<file path="config.mk">
export PLATFORM = sky130hd
export DESIGN_NAME = alu_mul_ctrl_flat
export DESIGN_NICKNAME = d
export VERILOG_FILES = /design/src/rtl/alu_mul_ctrl_pkg.sv /design/src/rtl/alu_mul_ctrl_if.sv /design/src/rtl/alu_mul_fmt.sv /design/src/rtl/alu_mul_ctrl.sv /design/src/flat_wrapper.sv
export SDC_FILE = /design/constraint.sdc
export NUM_CORES = 1
export LEC_CHECK = 0
export BUFFER_PORTS_ARGS = -buffer_cell sky130_fd_sc_hd__buf_4
export CORE_AREA = 4 4 177 179
export DETAILED_ROUTE_END_ITERATION = 6
export DIE_AREA = 0 0 181 183
export MAX_ROUTING_LAYER = met4
export PLACE_DENSITY = 0.6
export SYNTH_ARGS = -nofsm -noshare
export SYNTH_HDL_FRONTEND = slang
export SYNTH_SLANG_ARGS = --single-unit
</file>
<file path="constraint.sdc">
create_clock -name clk -period 3.9 [get_ports clk]
set_input_delay 0.39 -clock clk [delete_from_list [all_inputs] [get_ports clk]]
set_output_delay 0.39 -clock clk [all_outputs]
set_load 0.01 [all_outputs]
</file>
<file path="src/rtl/alu_mul_ctrl_pkg.sv">
// Shared definitions for the multiply sequencing controller: datapath width, op codes, FSM states.
// The product cache is gated by ALU_MUL_CTRL_CACHE_EN.
package alu_mul_ctrl_pkg;

    localparam int XLEN = 64;
    localparam int OP_W = 3;

    typedef logic [OP_W-1:0] mul_op_t;

    localparam mul_op_t MUL_OP_MUL    = 3'd0;
    localparam mul_op_t MUL_OP_MULH   = 3'd1;
    localparam mul_op_t MUL_OP_MULHSU = 3'd2;
    localparam mul_op_t MUL_OP_MULHU  = 3'd3;
    localparam mul_op_t MUL_OP_MULW   = 3'd4;

    typedef enum logic [1:0] {
        ST_IDLE  = 2'd0,
        ST_BUSY  = 2'd1,
        ST_DONE  = 2'd2,
        ST_DRAIN = 2'd3
    } state_e;

    // Ops that read only low product bits, which do not depend on operand signedness.
    function automatic logic op_is_low_half(mul_op_t op);
        return (op == MUL_OP_MUL) || (op == MUL_OP_MULW);
    endfunction

endpackage

</file>
<file path="src/rtl/alu_mul_ctrl_if.sv">
// Issue, result and multiplier handshake bundle of alu_mul_ctrl.
// The slave modport is the controller's view; master is the surrounding pipeline and multiplier.
interface alu_mul_ctrl_if;
    import alu_mul_ctrl_pkg::*;

    logic              req_valid_i;
    logic              req_ready_o;
    mul_op_t           req_op_i;
    logic [XLEN-1:0]   req_rs1_i;
    logic [XLEN-1:0]   req_rs2_i;
    logic              flush_i;
    logic              res_valid_o;
    logic              res_ready_i;
    logic [XLEN-1:0]   res_data_o;
    logic              mul_valid_o;
    logic              mul_ready_i;
    logic              mul_rs1_signed_o;
    logic              mul_rs2_signed_o;
    logic [XLEN-1:0]   mul_rs1_o;
    logic [XLEN-1:0]   mul_rs2_o;
    logic [2*XLEN-1:0] mul_out_i;

    modport slave (
        input  req_valid_i, req_op_i, req_rs1_i, req_rs2_i, flush_i,
        input  res_ready_i, mul_ready_i, mul_out_i,
        output req_ready_o, res_valid_o, res_data_o,
        output mul_valid_o, mul_rs1_signed_o, mul_rs2_signed_o, mul_rs1_o, mul_rs2_o
    );

    modport master (
        output req_valid_i, req_op_i, req_rs1_i, req_rs2_i, flush_i,
        output res_ready_i, mul_ready_i, mul_out_i,
        input  req_ready_o, res_valid_o, res_data_o,
        input  mul_valid_o, mul_rs1_signed_o, mul_rs2_signed_o, mul_rs1_o, mul_rs2_o
    );

endinterface

</file>
<file path="src/rtl/alu_mul_fmt.sv">
// Combinational RV64M multiply decode: op -> operand signedness and legality,
// and full product -> architectural XLEN result.
module alu_mul_fmt
    import alu_mul_ctrl_pkg::*;
(
    input  mul_op_t           op_i,
    input  logic [2*XLEN-1:0] product_i,
    output logic              legal_o,
    output logic              rs1_signed_o,
    output logic              rs2_signed_o,
    output logic [XLEN-1:0]   result_o
);

    always_comb begin
        // NOTE: every output gets a default before the case so no path leaves one unassigned (no latch).
        legal_o      = 1'b1;
        rs1_signed_o = 1'b0;
        rs2_signed_o = 1'b0;
        result_o     = '0;
        unique case (op_i)
            MUL_OP_MUL: begin
                result_o = product_i[XLEN-1:0];
            end
            MUL_OP_MULH: begin
                rs1_signed_o = 1'b1;
                rs2_signed_o = 1'b1;
                result_o     = product_i[2*XLEN-1:XLEN];
            end
            MUL_OP_MULHSU: begin
                rs1_signed_o = 1'b1;
                result_o     = product_i[2*XLEN-1:XLEN];
            end
            MUL_OP_MULHU: begin
                result_o = product_i[2*XLEN-1:XLEN];
            end
            MUL_OP_MULW: begin
                result_o = {{(XLEN-32){product_i[31]}}, product_i[31:0]};
            end
            default: begin
                legal_o = 1'b0;
            end
        endcase
    end

endmodule

</file>
<file path="src/rtl/alu_mul_ctrl.sv">
// Sequences one multiply at a time between EXU issue and the shared multiplier, holding the
// formatted result until accepted and draining flushed multiplies. ALU_MUL_CTRL_CACHE_EN adds a last-product cache.
module alu_mul_ctrl
    import alu_mul_ctrl_pkg::*;
(
    input  logic          clk,
    input  logic          rst,
    alu_mul_ctrl_if.slave bus
);

    state_e          state_q, state_d;
    mul_op_t         op_q, op_d;
    logic [XLEN-1:0] rs1_q, rs1_d;
    logic [XLEN-1:0] rs2_q, rs2_d;
    logic [XLEN-1:0] res_q, res_d;
    logic            rs1_signed_q, rs1_signed_d;
    logic            rs2_signed_q, rs2_signed_d;

    mul_op_t           fmt_op;
    logic [2*XLEN-1:0] fmt_product;
    logic              fmt_legal;
    logic              fmt_rs1_signed;
    logic              fmt_rs2_signed;
    logic [XLEN-1:0]   fmt_result;
    logic              cache_hit;

    // In IDLE the decoder looks at the incoming request; otherwise it formats the in-flight op.
    assign fmt_op = (state_q == ST_IDLE) ? bus.req_op_i : op_q;

`ifdef ALU_MUL_CTRL_CACHE_EN
    logic              cache_vld_q, cache_vld_d;
    logic              cache_load;
    logic [2*XLEN-1:0] cache_prod_q;

    // The cache key reuses the operand/flag registers: they only change when a new multiply launches.
    assign fmt_product = (state_q == ST_IDLE) ? cache_prod_q : bus.mul_out_i;
    assign cache_hit   = cache_vld_q
                         && (bus.req_rs1_i == rs1_q)
                         && (bus.req_rs2_i == rs2_q)
                         && (op_is_low_half(bus.req_op_i)
                             || ((fmt_rs1_signed == rs1_signed_q) && (fmt_rs2_signed == rs2_signed_q)));
`else
    assign fmt_product = bus.mul_out_i;
    assign cache_hit   = 1'b0;
`endif

    alu_mul_fmt u_fmt (
        .op_i         (fmt_op),
        .product_i    (fmt_product),
        .legal_o      (fmt_legal),
        .rs1_signed_o (fmt_rs1_signed),
        .rs2_signed_o (fmt_rs2_signed),
        .result_o     (fmt_result)
    );

    always_comb begin
        state_d      = state_q;
        op_d         = op_q;
        rs1_d        = rs1_q;
        rs2_d        = rs2_q;
        res_d        = res_q;
        rs1_signed_d = rs1_signed_q;
        rs2_signed_d = rs2_signed_q;
`ifdef ALU_MUL_CTRL_CACHE_EN
        cache_vld_d  = cache_vld_q;
        cache_load   = 1'b0;
`endif
        unique case (state_q)
            ST_IDLE: begin
                if (bus.req_valid_i && !bus.flush_i) begin
                    if (!fmt_legal) begin
                        res_d   = '0;
                        state_d = ST_DONE;
`ifdef ALU_MUL_CTRL_CACHE_EN
                        cache_vld_d = 1'b0;
`endif
                    end else if (cache_hit) begin
                        res_d   = fmt_result;
                        state_d = ST_DONE;
                    end else begin
                        op_d         = bus.req_op_i;
                        rs1_d        = bus.req_rs1_i;
                        rs2_d        = bus.req_rs2_i;
                        rs1_signed_d = fmt_rs1_signed;
                        rs2_signed_d = fmt_rs2_signed;
                        state_d      = ST_BUSY;
`ifdef ALU_MUL_CTRL_CACHE_EN
                        cache_vld_d = 1'b0;
`endif
                    end
                end
            end
            ST_BUSY: begin
                if (bus.mul_ready_i) begin
                    if (bus.flush_i) begin
                        state_d = ST_IDLE;
                    end else begin
                        res_d   = fmt_result;
                        state_d = ST_DONE;
`ifdef ALU_MUL_CTRL_CACHE_EN
                        cache_vld_d = 1'b1;
                        cache_load  = 1'b1;
`endif
                    end
                end else if (bus.flush_i) begin
                    state_d = ST_DRAIN;
                end
            end
            ST_DRAIN: begin
                if (bus.mul_ready_i) begin
                    state_d = ST_IDLE;
                end
            end
            ST_DONE: begin
                if (bus.flush_i || bus.res_ready_i) begin
                    state_d = ST_IDLE;
                end
            end
            default: begin
                state_d = ST_IDLE;
            end
        endcase
    end

    always_ff @(posedge clk) begin
        // NOTE: state registers use non-blocking assignments so every flop samples pre-edge values.
        if (!rst) begin
            state_q      <= ST_IDLE;
            op_q         <= MUL_OP_MUL;
            rs1_q        <= '0;
            rs2_q        <= '0;
            res_q        <= '0;
            rs1_signed_q <= 1'b0;
            rs2_signed_q <= 1'b0;
        end else begin
            state_q      <= state_d;
            op_q         <= op_d;
            rs1_q        <= rs1_d;
            rs2_q        <= rs2_d;
            res_q        <= res_d;
            rs1_signed_q <= rs1_signed_d;
            rs2_signed_q <= rs2_signed_d;
        end
    end

`ifdef ALU_MUL_CTRL_CACHE_EN
    always_ff @(posedge clk) begin
        if (!rst) begin
            cache_vld_q <= 1'b0;
        end else begin
            cache_vld_q <= cache_vld_d;
        end
    end

    // NOTE: the product storage has no reset; cache_vld_q alone decides whether it is meaningful.
    always_ff @(posedge clk) begin
        if (cache_load) begin
            cache_prod_q <= bus.mul_out_i;
        end
    end
`endif

    assign bus.req_ready_o      = (state_q == ST_IDLE);
    assign bus.res_valid_o      = (state_q == ST_DONE);
    assign bus.res_data_o       = res_q;
    assign bus.mul_valid_o      = (state_q == ST_BUSY) || (state_q == ST_DRAIN);
    assign bus.mul_rs1_signed_o = rs1_signed_q;
    assign bus.mul_rs2_signed_o = rs2_signed_q;
    assign bus.mul_rs1_o        = rs1_q;
    assign bus.mul_rs2_o        = rs2_q;

endmodule

</file>
<file path="src/flat_wrapper.sv">
// flat-port wrapper written by rule: the top's interface ports become plain ports
module alu_mul_ctrl_flat import alu_mul_ctrl_pkg::*;
  (clk, rst, bus_req_valid_i, bus_req_op_i, bus_req_rs1_i, bus_req_rs2_i, bus_flush_i, bus_res_ready_i, bus_mul_ready_i, bus_mul_out_i, bus_req_ready_o, bus_res_valid_o, bus_res_data_o, bus_mul_valid_o, bus_mul_rs1_signed_o, bus_mul_rs2_signed_o, bus_mul_rs1_o, bus_mul_rs2_o);
  alu_mul_ctrl_if bus_i ();
  input  logic clk;
  input  logic rst;
  input wire logic [$bits(bus_i.req_valid_i)-1:0] bus_req_valid_i;
  input wire logic [$bits(bus_i.req_op_i)-1:0] bus_req_op_i;
  input wire logic [$bits(bus_i.req_rs1_i)-1:0] bus_req_rs1_i;
  input wire logic [$bits(bus_i.req_rs2_i)-1:0] bus_req_rs2_i;
  input wire logic [$bits(bus_i.flush_i)-1:0] bus_flush_i;
  input wire logic [$bits(bus_i.res_ready_i)-1:0] bus_res_ready_i;
  input wire logic [$bits(bus_i.mul_ready_i)-1:0] bus_mul_ready_i;
  input wire logic [$bits(bus_i.mul_out_i)-1:0] bus_mul_out_i;
  output wire logic [$bits(bus_i.req_ready_o)-1:0] bus_req_ready_o;
  output wire logic [$bits(bus_i.res_valid_o)-1:0] bus_res_valid_o;
  output wire logic [$bits(bus_i.res_data_o)-1:0] bus_res_data_o;
  output wire logic [$bits(bus_i.mul_valid_o)-1:0] bus_mul_valid_o;
  output wire logic [$bits(bus_i.mul_rs1_signed_o)-1:0] bus_mul_rs1_signed_o;
  output wire logic [$bits(bus_i.mul_rs2_signed_o)-1:0] bus_mul_rs2_signed_o;
  output wire logic [$bits(bus_i.mul_rs1_o)-1:0] bus_mul_rs1_o;
  output wire logic [$bits(bus_i.mul_rs2_o)-1:0] bus_mul_rs2_o;
  assign bus_i.req_valid_i = bus_req_valid_i;
  assign bus_i.req_op_i = bus_req_op_i;
  assign bus_i.req_rs1_i = bus_req_rs1_i;
  assign bus_i.req_rs2_i = bus_req_rs2_i;
  assign bus_i.flush_i = bus_flush_i;
  assign bus_i.res_ready_i = bus_res_ready_i;
  assign bus_i.mul_ready_i = bus_mul_ready_i;
  assign bus_i.mul_out_i = bus_mul_out_i;
  assign bus_req_ready_o = bus_i.req_ready_o;
  assign bus_res_valid_o = bus_i.res_valid_o;
  assign bus_res_data_o = bus_i.res_data_o;
  assign bus_mul_valid_o = bus_i.mul_valid_o;
  assign bus_mul_rs1_signed_o = bus_i.mul_rs1_signed_o;
  assign bus_mul_rs2_signed_o = bus_i.mul_rs2_signed_o;
  assign bus_mul_rs1_o = bus_i.mul_rs1_o;
  assign bus_mul_rs2_o = bus_i.mul_rs2_o;
  alu_mul_ctrl u_core (.clk(clk), .rst(rst), .bus(bus_i));
endmodule
</file>
==> qor.yml, run 1 <==
run_status:
  status: "completed"
power:
  powerDensity_mw_per_mm2: 379.4
  power.total_mw: 4.445
  peakVddDrop_uv: 214.4
  power_leakage_nw: 5.482
critical_path:
  reg2reg_depth: 5
  critPathCaptureType: "flip-flop"
  ff2ff_setup_slack_ns: 1.60
  critPathMaxStageDelay_ns: 0.60
  crit_start: "u_core.state_q[0]"
  worstSetupPathType: "flip-flop to flip-flop"
  cp-start-kind: "flip-flop"
  slowest_stage: "o21ai_4"
  cp-endpoint: "u_core.bus.res_data_o[55]"
  critPathArrivalTime_ns: 2.58
  crit_chain: "or2_4 > o21ai_4 > buf_4 > mux2i_1 > o211ai_1"
  path_max_fanout: 17
  timing.rr.start: "u_core.state_q[0]"
  worst_ep_required_time_ns: 4.19
  rr_endpoint: "u_core.bus.res_data_o[55]"
die:
  dieWidth_um: 181
  num_rows: 63
  coreArea_mm2: 0.02956
  io_pins: 462
  start_util_pct: 25.31
  chipHeight_um: 183
  dieArea_mm2: 0.03312
placed_design:
  dp_hpwl_um: 20950
  dp.cells: 1652
  placed_cell_area_mm2: 0.01118
  io_buffers: 461
  gp_congestion: 0.8448
clocking:
  clockBufferDepth: 2
  insertion_delay_ns: 0.42
  cts-root-buf: "clkbuf_16"
  cts.reportedPaths.clkPinSlew_ns: 0.08
  post-cts-setup-buffers: 0
  cts.sinks: 199
  ctsResizeCount: 0
  cts_made_buffers: 17
  cts-htree-levels: 4
  cts_hold_buf: 0
  cts_tree: "done"
synthesis:
  ys_types: 35
  synth_cells: 855
  yosysSeqAreaShare_pct: 53.24
  ys.warnings.count: 0
  ys_ff_latch: 199
  syn-num-nets: 1120
  syn_avg_cell_area_um2: 8.751
  netlist_area_mm2: 0.007482
detailed_routing:
  firstDrtPassIters: 5
  route.vias.total: 7614
  routed_wl_um: 28010
  vias_per_cell: 4.524
  drc: 0
  routedWlPerCell_um: 16.64
  drt_iter0_markers: 282
  ant_nets: 0
timing:
  slew_violations: 0
  fmax_mhz: 435.2
  fin_setup_tns_ns: 0
  worstMarginPinSlew_ns: 0.8933
  rsz0062_at_grt: "no"
  hold_viol_final: 0
  setup_viol: 0
  max_slew_margin_pct: 40.45
  finalClockSkew_ns: 0.006682
  post-route-min-period_ns: 2.298
  fin_crit_sh_pct: 58.92
run:
  timing.max_cap.violations: 0
grt:
  overflow: 0
  grt_pass1_wl_um: 41630
  grt_pass1_vias: 7581
  grt_max_degree: 85
  grt_use_total_pct: 16.12
  grt_antenna_before_repair: 0
cells_and_area:
  nets: 1546
  drive_gt1_share_pct: 39.91
  area_growth_syn_to_layout_pct: 56.59
  utilization_pct: 39.64
  layoutNonFillerInstCount: 1683
  final_cell_area_mm2: 0.01172
  n_antenna_cell: 0
  nFillCells: 2970
min_path:
  hold_path_class: "input pin to flip-flop"
-- cell families after synthesis --
kind of cell	Yosys count	share of synthesized area, %
compound gates	243	20.95
xor+xnor	1	0.1171
buf+inv	70	5.167
flops	199	53.24
mux	33	4.431
simple gates	309	16.09
-- registers in the layout (all words and copies together), names as in the netlist --
register / flops
u_core.state_q: 2
u_core.bus.mul_rs2_signed_o: 1
u_core.bus.mul_rs2_o: 64
u_core.bus.res_data_o: 64
u_core.bus.mul_rs1_o: 64
u_core.op_q: 3
u_core.bus.mul_rs1_signed_o: 1
-- cell type report --
class | count | area, µm² | area share [%]
tap | 390 | 488.0 | 4.165
timing repair buffer | 474 | 3558 | 30.37
multi-input combinational | 586 | 3132 | 26.73
clock inverter | 14 | 115.1 | 0.9825
clock buffer | 17 | 425.4 | 3.631
inverter | 3 | 13.76 | 0.1175
sequential | 199 | 3984 | 34.00
-- metal layers --
layer | vias to the layer above | wire length [µm] | track usage (%)
met5 | - | 0 | -
li1 | 3740 | - | -
met1 | 3522 | 11450 | 18.83
met3 | 32 | 2196 | 4.958
met4 | 0 | 673 | 5.104
met2 | 320 | 13690 | 26.75
-- critical path, delay by kind of cell (launching register included) --
kind | cells | cell delay (ns)
flip-flops | 1 | 0.41
buffers and inverters | 1 | 0.41
AND/OR/NAND/NOR | 1 | 0.30
multiplexers | 1 | 0.31
AO/OA/AOI/OAI | 2 | 0.72
-- cells in the mapped netlist --
| cell | n | area share, % |
|---|---|---|
| nand2_1 | 296 | 15 |
| dfxtp_1 | 199 | 53 |
| a21oi_1 | 134 | 9.0 |
| a21o_1 | 32 | 3.2 |
| a22o_1 | 32 | 3.7 |
| mux2i_1 | 32 | 4.3 |
| o211ai_1 | 32 | 3.2 |
| buf_2 | 27 | 1.8 |
| clkbuf_1 | 26 | 1.3 |
| buf_6 | 10 | 1.5 |
| buf_4 | 4 | 0.40 |
| nor2b_1 | 3 | 0.25 |
| inv_2 | 2 | 0.10 |
| nand2b_1 | 2 | 0.17 |
| nand3_1 | 2 | 0.13 |
| o21ai_0 | 2 | 0.13 |
| o22a_1 | 2 | 0.23 |
| a21boi_0 | 1 | 0.10 |
| a311oi_4 | 1 | 0.35 |
| and3_1 | 1 | 0.084 |
| and4bb_4 | 1 | 0.22 |
| inv_1 | 1 | 0.050 |
| mux2_2 | 1 | 0.15 |
| nand3b_1 | 1 | 0.10 |
| nand4b_1 | 1 | 0.12 |
| nor2_1 | 1 | 0.050 |
| o2111a_1 | 1 | 0.15 |
| o2111ai_2 | 1 | 0.20 |
| o211a_1 | 1 | 0.13 |
| o21a_1 | 1 | 0.10 |
| o21ai_4 | 1 | 0.22 |
| o221ai_1 | 1 | 0.12 |
| o22ai_1 | 1 | 0.084 |
| or2_4 | 1 | 0.12 |
| xor2_1 | 1 | 0.12 |
-- where the power goes --
group          switching [mW]  internal, mW  leakage [nW]
clock                   0.845         0.834         0.264
sequential             0.0375          2.09          1.61
combinational           0.297         0.337          3.61
total                    1.18          3.27          5.48
-- layout by cell type (no fill, tap or decap), types with 7 or more instances in the layout --
master,netlist,final
nand2_1,296,296
o211ai_1,32,32
a21o_1,32,32
mux2i_1,32,32
a22o_1,32,32
buf_4,4,474
clkbuf_16,0,17
inv_6,0,7
a21oi_1,134,134
dfxtp_1,199,199
-- metrics by stage --
| stage | hold WS [ns] | worst slack, ns |
|---|---|---|
| final | 0.1522 | 1.602 |
| after floorplan | 0.4329 | 2.269 |
| after global routing | 0.1224 | 1.426 |
| after global placement | 0.4430 | 1.229 |
| after CTS | 0.1271 | 1.578 |
| after detailed placement | 0.4468 | 1.237 |
-- how the worst min path moves through the flow --
stage	from	to	slack (ns)	cells past startpoint
final	bus_mul_out_i[91]	u_core.bus.res_data_o[27]	0.15	2
after global routing	bus_mul_out_i[79]	u_core.bus.res_data_o[15]	0.12	2
after detailed placement	u_core.bus.mul_rs2_o[55]	u_core.bus.mul_rs2_o[55]	0.45	2
after CTS	bus_mul_out_i[83]	u_core.bus.res_data_o[19]	0.13	2
after floorplan	u_core.op_q[2]	u_core.op_q[2]	0.43	2
after global placement	u_core.bus.mul_rs1_o[46]	u_core.bus.mul_rs1_o[46]	0.44	2
No activity file was read; power rests on OpenSTA's default activity.
==> run 2, diff against run 1 <==
ABC_AREA = 1   (was default)
CORE_AREA = 4 4 176 178   (was 4 4 177 179)
DIE_AREA = 0 0 180 182   (was 0 0 181 183)
PLACE_DENSITY = 0.65   (was 0.6)
clock period = 1.9 ns   (was 3.9 ns; I/O delays follow)
==> run 2 against run 1 <==
Compared with the run above:
- worst setup slack worse by 1.5 ns
- final area up 11%
- wire length up 11%
- non-clock buffer count up 32
- count of clock-buffer cells in the layout unchanged
- worst hold slack worse by 0.13 ns
- power rose to 3.6 times the previous value
- sequential share of layout area down 3.4 points
- first-iteration DRC count up 54%
- synthesized area up 9.4%
- critical path depth up 5
- critical path type unchanged
- critical endpoint is now u_core.bus.mul_rs2_o[38]
- clock skew up 0.0020 ns
==> qor.yml, run 2 <==
critical_path:
  reg2reg_depth: 10  # was 5
  crit_chain: "nor2_4 > nand2_1 > nand2_2 > nand2_2 > nand2_2 > nand3_4 > buf_12 > buf_4 > o21ai_0 > a21oi_1"  # was or2_4 > o21ai_4 > buf_4 > mux2i_1 > o211ai_1
  timing.rr.start: "u_core.state_q[1]"  # was u_core.state_q[0]
  cp-start-kind: "flip-flop"  # unchanged
  worst_ep_required_time_ns: 2.22  # was 4.19 ns
  critPathArrivalTime_ns: 2.07  # was 2.58 ns
  worstSetupPathType: "flip-flop to flip-flop"  # unchanged
  crit_start: "u_core.state_q[1]"  # was u_core.state_q[0]
  critPathMaxStageDelay_ns: 0.35  # was 0.60 ns
  ff2ff_setup_slack_ns: 0.14  # was 1.60 ns
  critPathBufInv: 2  # was 1
  worst_path_dominant_cell_family: "simple AND/OR/NAND/NOR gates"  # was compound AO/OA/AOI/OAI gates
  rr_endpoint: "u_core.bus.mul_rs2_o[38]"  # was u_core.bus.res_data_o[55]
  path_max_fanout: 26  # was 17
  crit_top_cell: "nand2_2"
  critPathCaptureType: "flip-flop"  # unchanged
  slowest_stage: "dfxtp_2"  # was o21ai_4
die:
  dieWidth_um: 180  # was 181 µm
  coreArea_mm2: 0.02940  # was 0.02956 mm²
  chipHeight_um: 182  # was 183 µm
  dieArea_mm2: 0.03276  # was 0.03312 mm²
  start_util_pct: 27.84  # was 25.31%
  num_rows: 63  # unchanged
  io_pins: 462  # unchanged
timing:
  fin_crit_sh_pct: 92.38  # was 58.92%
  hold_viol_final: 0  # unchanged
  setup_viol: 0  # unchanged
  fin_setup_tns_ns: 0  # unchanged
  slew_violations: 0  # unchanged
  worst_slack_ns: 0.1447  # was 1.602 ns
  fmax_mhz: 569.7  # was 435.2 MHz
  worstMarginPinSlew_ns: 0.4273  # was 0.8933 ns
  post-route-min-period_ns: 1.755  # was 2.298 ns
  max_slew_margin_pct: 71.52  # was 40.45%
  finalClockSkew_ns: 0.008704  # was 0.006682 ns
clocking:
  cts_tree: "done"  # unchanged
  insertion_delay_ns: 0.43  # was 0.42 ns
  clockBufferDepth: 2  # unchanged
  cts.reportedPaths.clkPinSlew_ns: 0.08  # about the same
  cts_made_buffers: 17  # unchanged
  cts.sinks: 199  # unchanged
  cts-htree-levels: 4  # unchanged
  cts-root-buf: "clkbuf_16"  # unchanged
power:
  powerDensity_mw_per_mm2: 1230  # was 379.4 mW/mm²
  intPower_mw: 9.921  # was 3.266 mW
  p_comb_share_pct: 42.4  # was 14.3%
  switching_share_pct: 38.10  # was 26.54%
  power_frac_clock_pct: 25.0  # was 37.8%
  peakVddDrop_uv: 718.9  # was 214.4 µV
  power_leakage_nw: 5.905  # was 5.482 nW
  net-switching-power_mw: 6.106  # was 1.180 mW
  p_seq_share_pct: 32.6  # was 48.0%
cells_and_area:
  final_common_cell: "buf_4"  # unchanged
  nets: 1831  # was 1546
  mostFrequentLayoutCells: "buf_4 (483), nand2_1 (205), a21oi_1 (198)"  # was buf_4 (474), nand2_1 (296), dfxtp_1 (199)
  area_growth_syn_to_layout_pct: 59.15  # was 56.59%
  final_cell_area_mm2: 0.01303  # was 0.01172 mm²
  drive_gt1_share_pct: 35.09  # was 39.91%
  nFillCells: 2985  # was 2970
run:
  timing.max_cap.violations: 0  # unchanged
synthesis:
  synthFlopType: "dfxtp_1"  # unchanged
  yosys.area.top_type: "dfxtp_1"  # unchanged
  synthDominantCellAreaShare_pct: 48.68  # was 53.24%
  ys_ff_latch: 199  # unchanged
  ys_async_sr_fraction_pct: 0  # unchanged
  syn-num-nets: 1396  # was 1120
  synth.most_common_cell: "nand2_1"  # unchanged
  synthTopCellsByCount: "nand2_1 (206), dfxtp_1 (199), a21oi_1 (198)"  # was nand2_1 (296), dfxtp_1 (199), a21oi_1 (134)
  ys.warnings.count: 0  # unchanged
  synthTopCellsByArea: "dfxtp_1 (49%), a21oi_1 (12%), nand2_1 (9.4%), o21ai_0 (8.4%), nand3_1 (7.8%)"  # was dfxtp_1 (53%), nand2_1 (15%), a21oi_1 (9.0%), mux2i_1 (4.3%), a22o_1 (3.7%)
  syn_avg_cell_area_um2: 7.236  # was 8.751 µm²
  synth_cells: 1131  # was 855
  netlist_area_mm2: 0.008184  # was 0.007482 mm²
  synth-edff-count: 0  # unchanged
  ys_types: 22  # was 35
  yosysSeqAreaShare_pct: 48.68  # was 53.24%
placed_design:
  io_buffers: 461  # unchanged
  preCtsSetupSlack_ns: 0.05517  # was 1.237 ns
  placed_cell_area_mm2: 0.01228  # was 0.01118 mm²
  gp_congestion: 0.8808  # was 0.8448
  dp_hpwl_um: 22770  # was 20950 µm
detailed_routing:
  drt_iter0_markers: 433  # was 282
  ant_nets: 0  # unchanged
  routed_wl_um: 30960  # was 28010 µm
  vias_per_cell: 4.570  # was 4.524
  drc: 0  # unchanged
  routedWlPerCell_um: 15.71  # was 16.64 µm
  firstDrtPassIters: 5  # unchanged
  route.vias.total: 9008  # was 7614
min_path:
  hold_path_class: "input pin to flip-flop"  # unchanged
  min_to: "u_core.bus.mul_rs1_o[51]"  # was u_core.bus.res_data_o[27]
  hp-start: "bus_req_rs1_i[51]"  # was bus_mul_out_i[91]
  hold_path_depth: 3  # was 2
grt:
  use_met1_pct: 20.91  # was 18.83%
  overflow: 0  # unchanged
  grt_busiest_layer: "met2"  # unchanged
  grt_pass1_vias: 8643  # was 7581
  grt_pass1_wl_um: 46880  # was 41630 µm
  met3_usage_pct: 6.250  # was 4.958%
  grt_use_total_pct: 18.19  # was 16.12%
  met2_usage_pct: 29.97  # was 26.75%
  grt_max_degree: 69  # was 85
  grt_antenna_before_repair: 2  # was 0
run_status:
  status: "completed"  # unchanged
==> run 2: cell types whose count changed after synthesis, moves of 12 or more <==
cell      previous run  this run
nor2_1               1        13
nand2_1            296       206
a21o_1              32         0
o21ai_0              2       138
clkbuf_1            26        51
inv_1                1       144
nand3_1              2       128
a21oi_1            134       198
mux2i_1             32         0
a22o_1              32         0
o211ai_1            32         0
==> run 2: per-stage QoR <==
stage / std cells / power [mW] / hold slack (ns) / utilization, %
floorplan: 1131 / 8.927 / 0.3811 / -
global placement: 1931 / 11.98 / 0.4303 / 41.76
detailed placement: 1931 / 12.03 / 0.4348 / 41.76
CTS: 1963 / 16.12 / 0.004210 / 43.94
global route: 1971 / 17.11 / 0.01865 / 44.30
finish: 1971 / 16.03 / 0.02513 / 44.30
==> run 2: cell type report <==
type / instances / area (µm²) / area share, %
antenna: 2 / 5.005 / 0.03842
clock buffer: 17 / 425.4 / 3.266
clock inverter: 15 / 215.2 / 1.652
inverter: 147 / 551.8 / 4.236
multi-input combinational: 695 / 3262 / 25.04
sequential: 199 / 3986 / 30.61
tap: 390 / 488.0 / 3.746
timing repair buffer: 506 / 4091 / 31.41
==> run 2: worst max-delay path by stage <==
stage | end | slack (ns) | cells past startpoint
after floorplan | u_core.bus.mul_rs1_o[10] | 0.13 | 11
after global placement | u_core.bus.res_data_o[6] | 0.1 | 12
after detailed placement | u_core.bus.res_data_o[47] | 0.06 | 10
after CTS | u_core.bus.res_data_o[47] | 0.04 | 10
after global routing | u_core.bus.res_data_o[1] | -0.0007 | 13
final | u_core.bus.mul_rs2_o[38] | 0.14 | 10
==> run 2: worst reg2reg max path, delay by kind of cell, from the launching register on <==
kind	cells	cell delay [ns]
buf+inv	2	0.39
compound gates	2	0.24
flops	1	0.35
simple gates	6	0.67
==> run 2: power groups by stage <==
stage               Combinational, mW  Clock (mW)  Sequential (mW)
floorplan                        3.35           0             5.58
detailed placement               6.72           0             5.31
finish                           6.79        4.01             5.23
CTS                              6.75        4.14             5.23
global placement                 6.70           0             5.29
global route                     7.49        4.30             5.32
==> run 2: repair_timing <==
item,4_1_cts,5_1_grt
hold buffers,0,0
resized for setup,0,8
setup buffers,0,4
endpoints found under the setup margin,0,48
==> run 2: cell families (layout without fill, tap and decap cells) <==
logic type | after synthesis | in the layout | synth area share, %
buffers and inverters | 237 | 685 | 11.77
AO/OA/AOI/OAI | 338 | 338 | 20.75
other | 0 | 2 | 0
AND/OR/NAND/NOR | 357 | 357 | 18.80
flip-flops | 199 | 199 | 48.68
==> run 2: layer usage <==
layer | up-vias | part of all wire [%]
met5 | - | 0
met4 | 0 | 2.2
li1 | 4537 | -
met2 | 398 | 49
met3 | 40 | 9.3
met1 | 4033 | 40
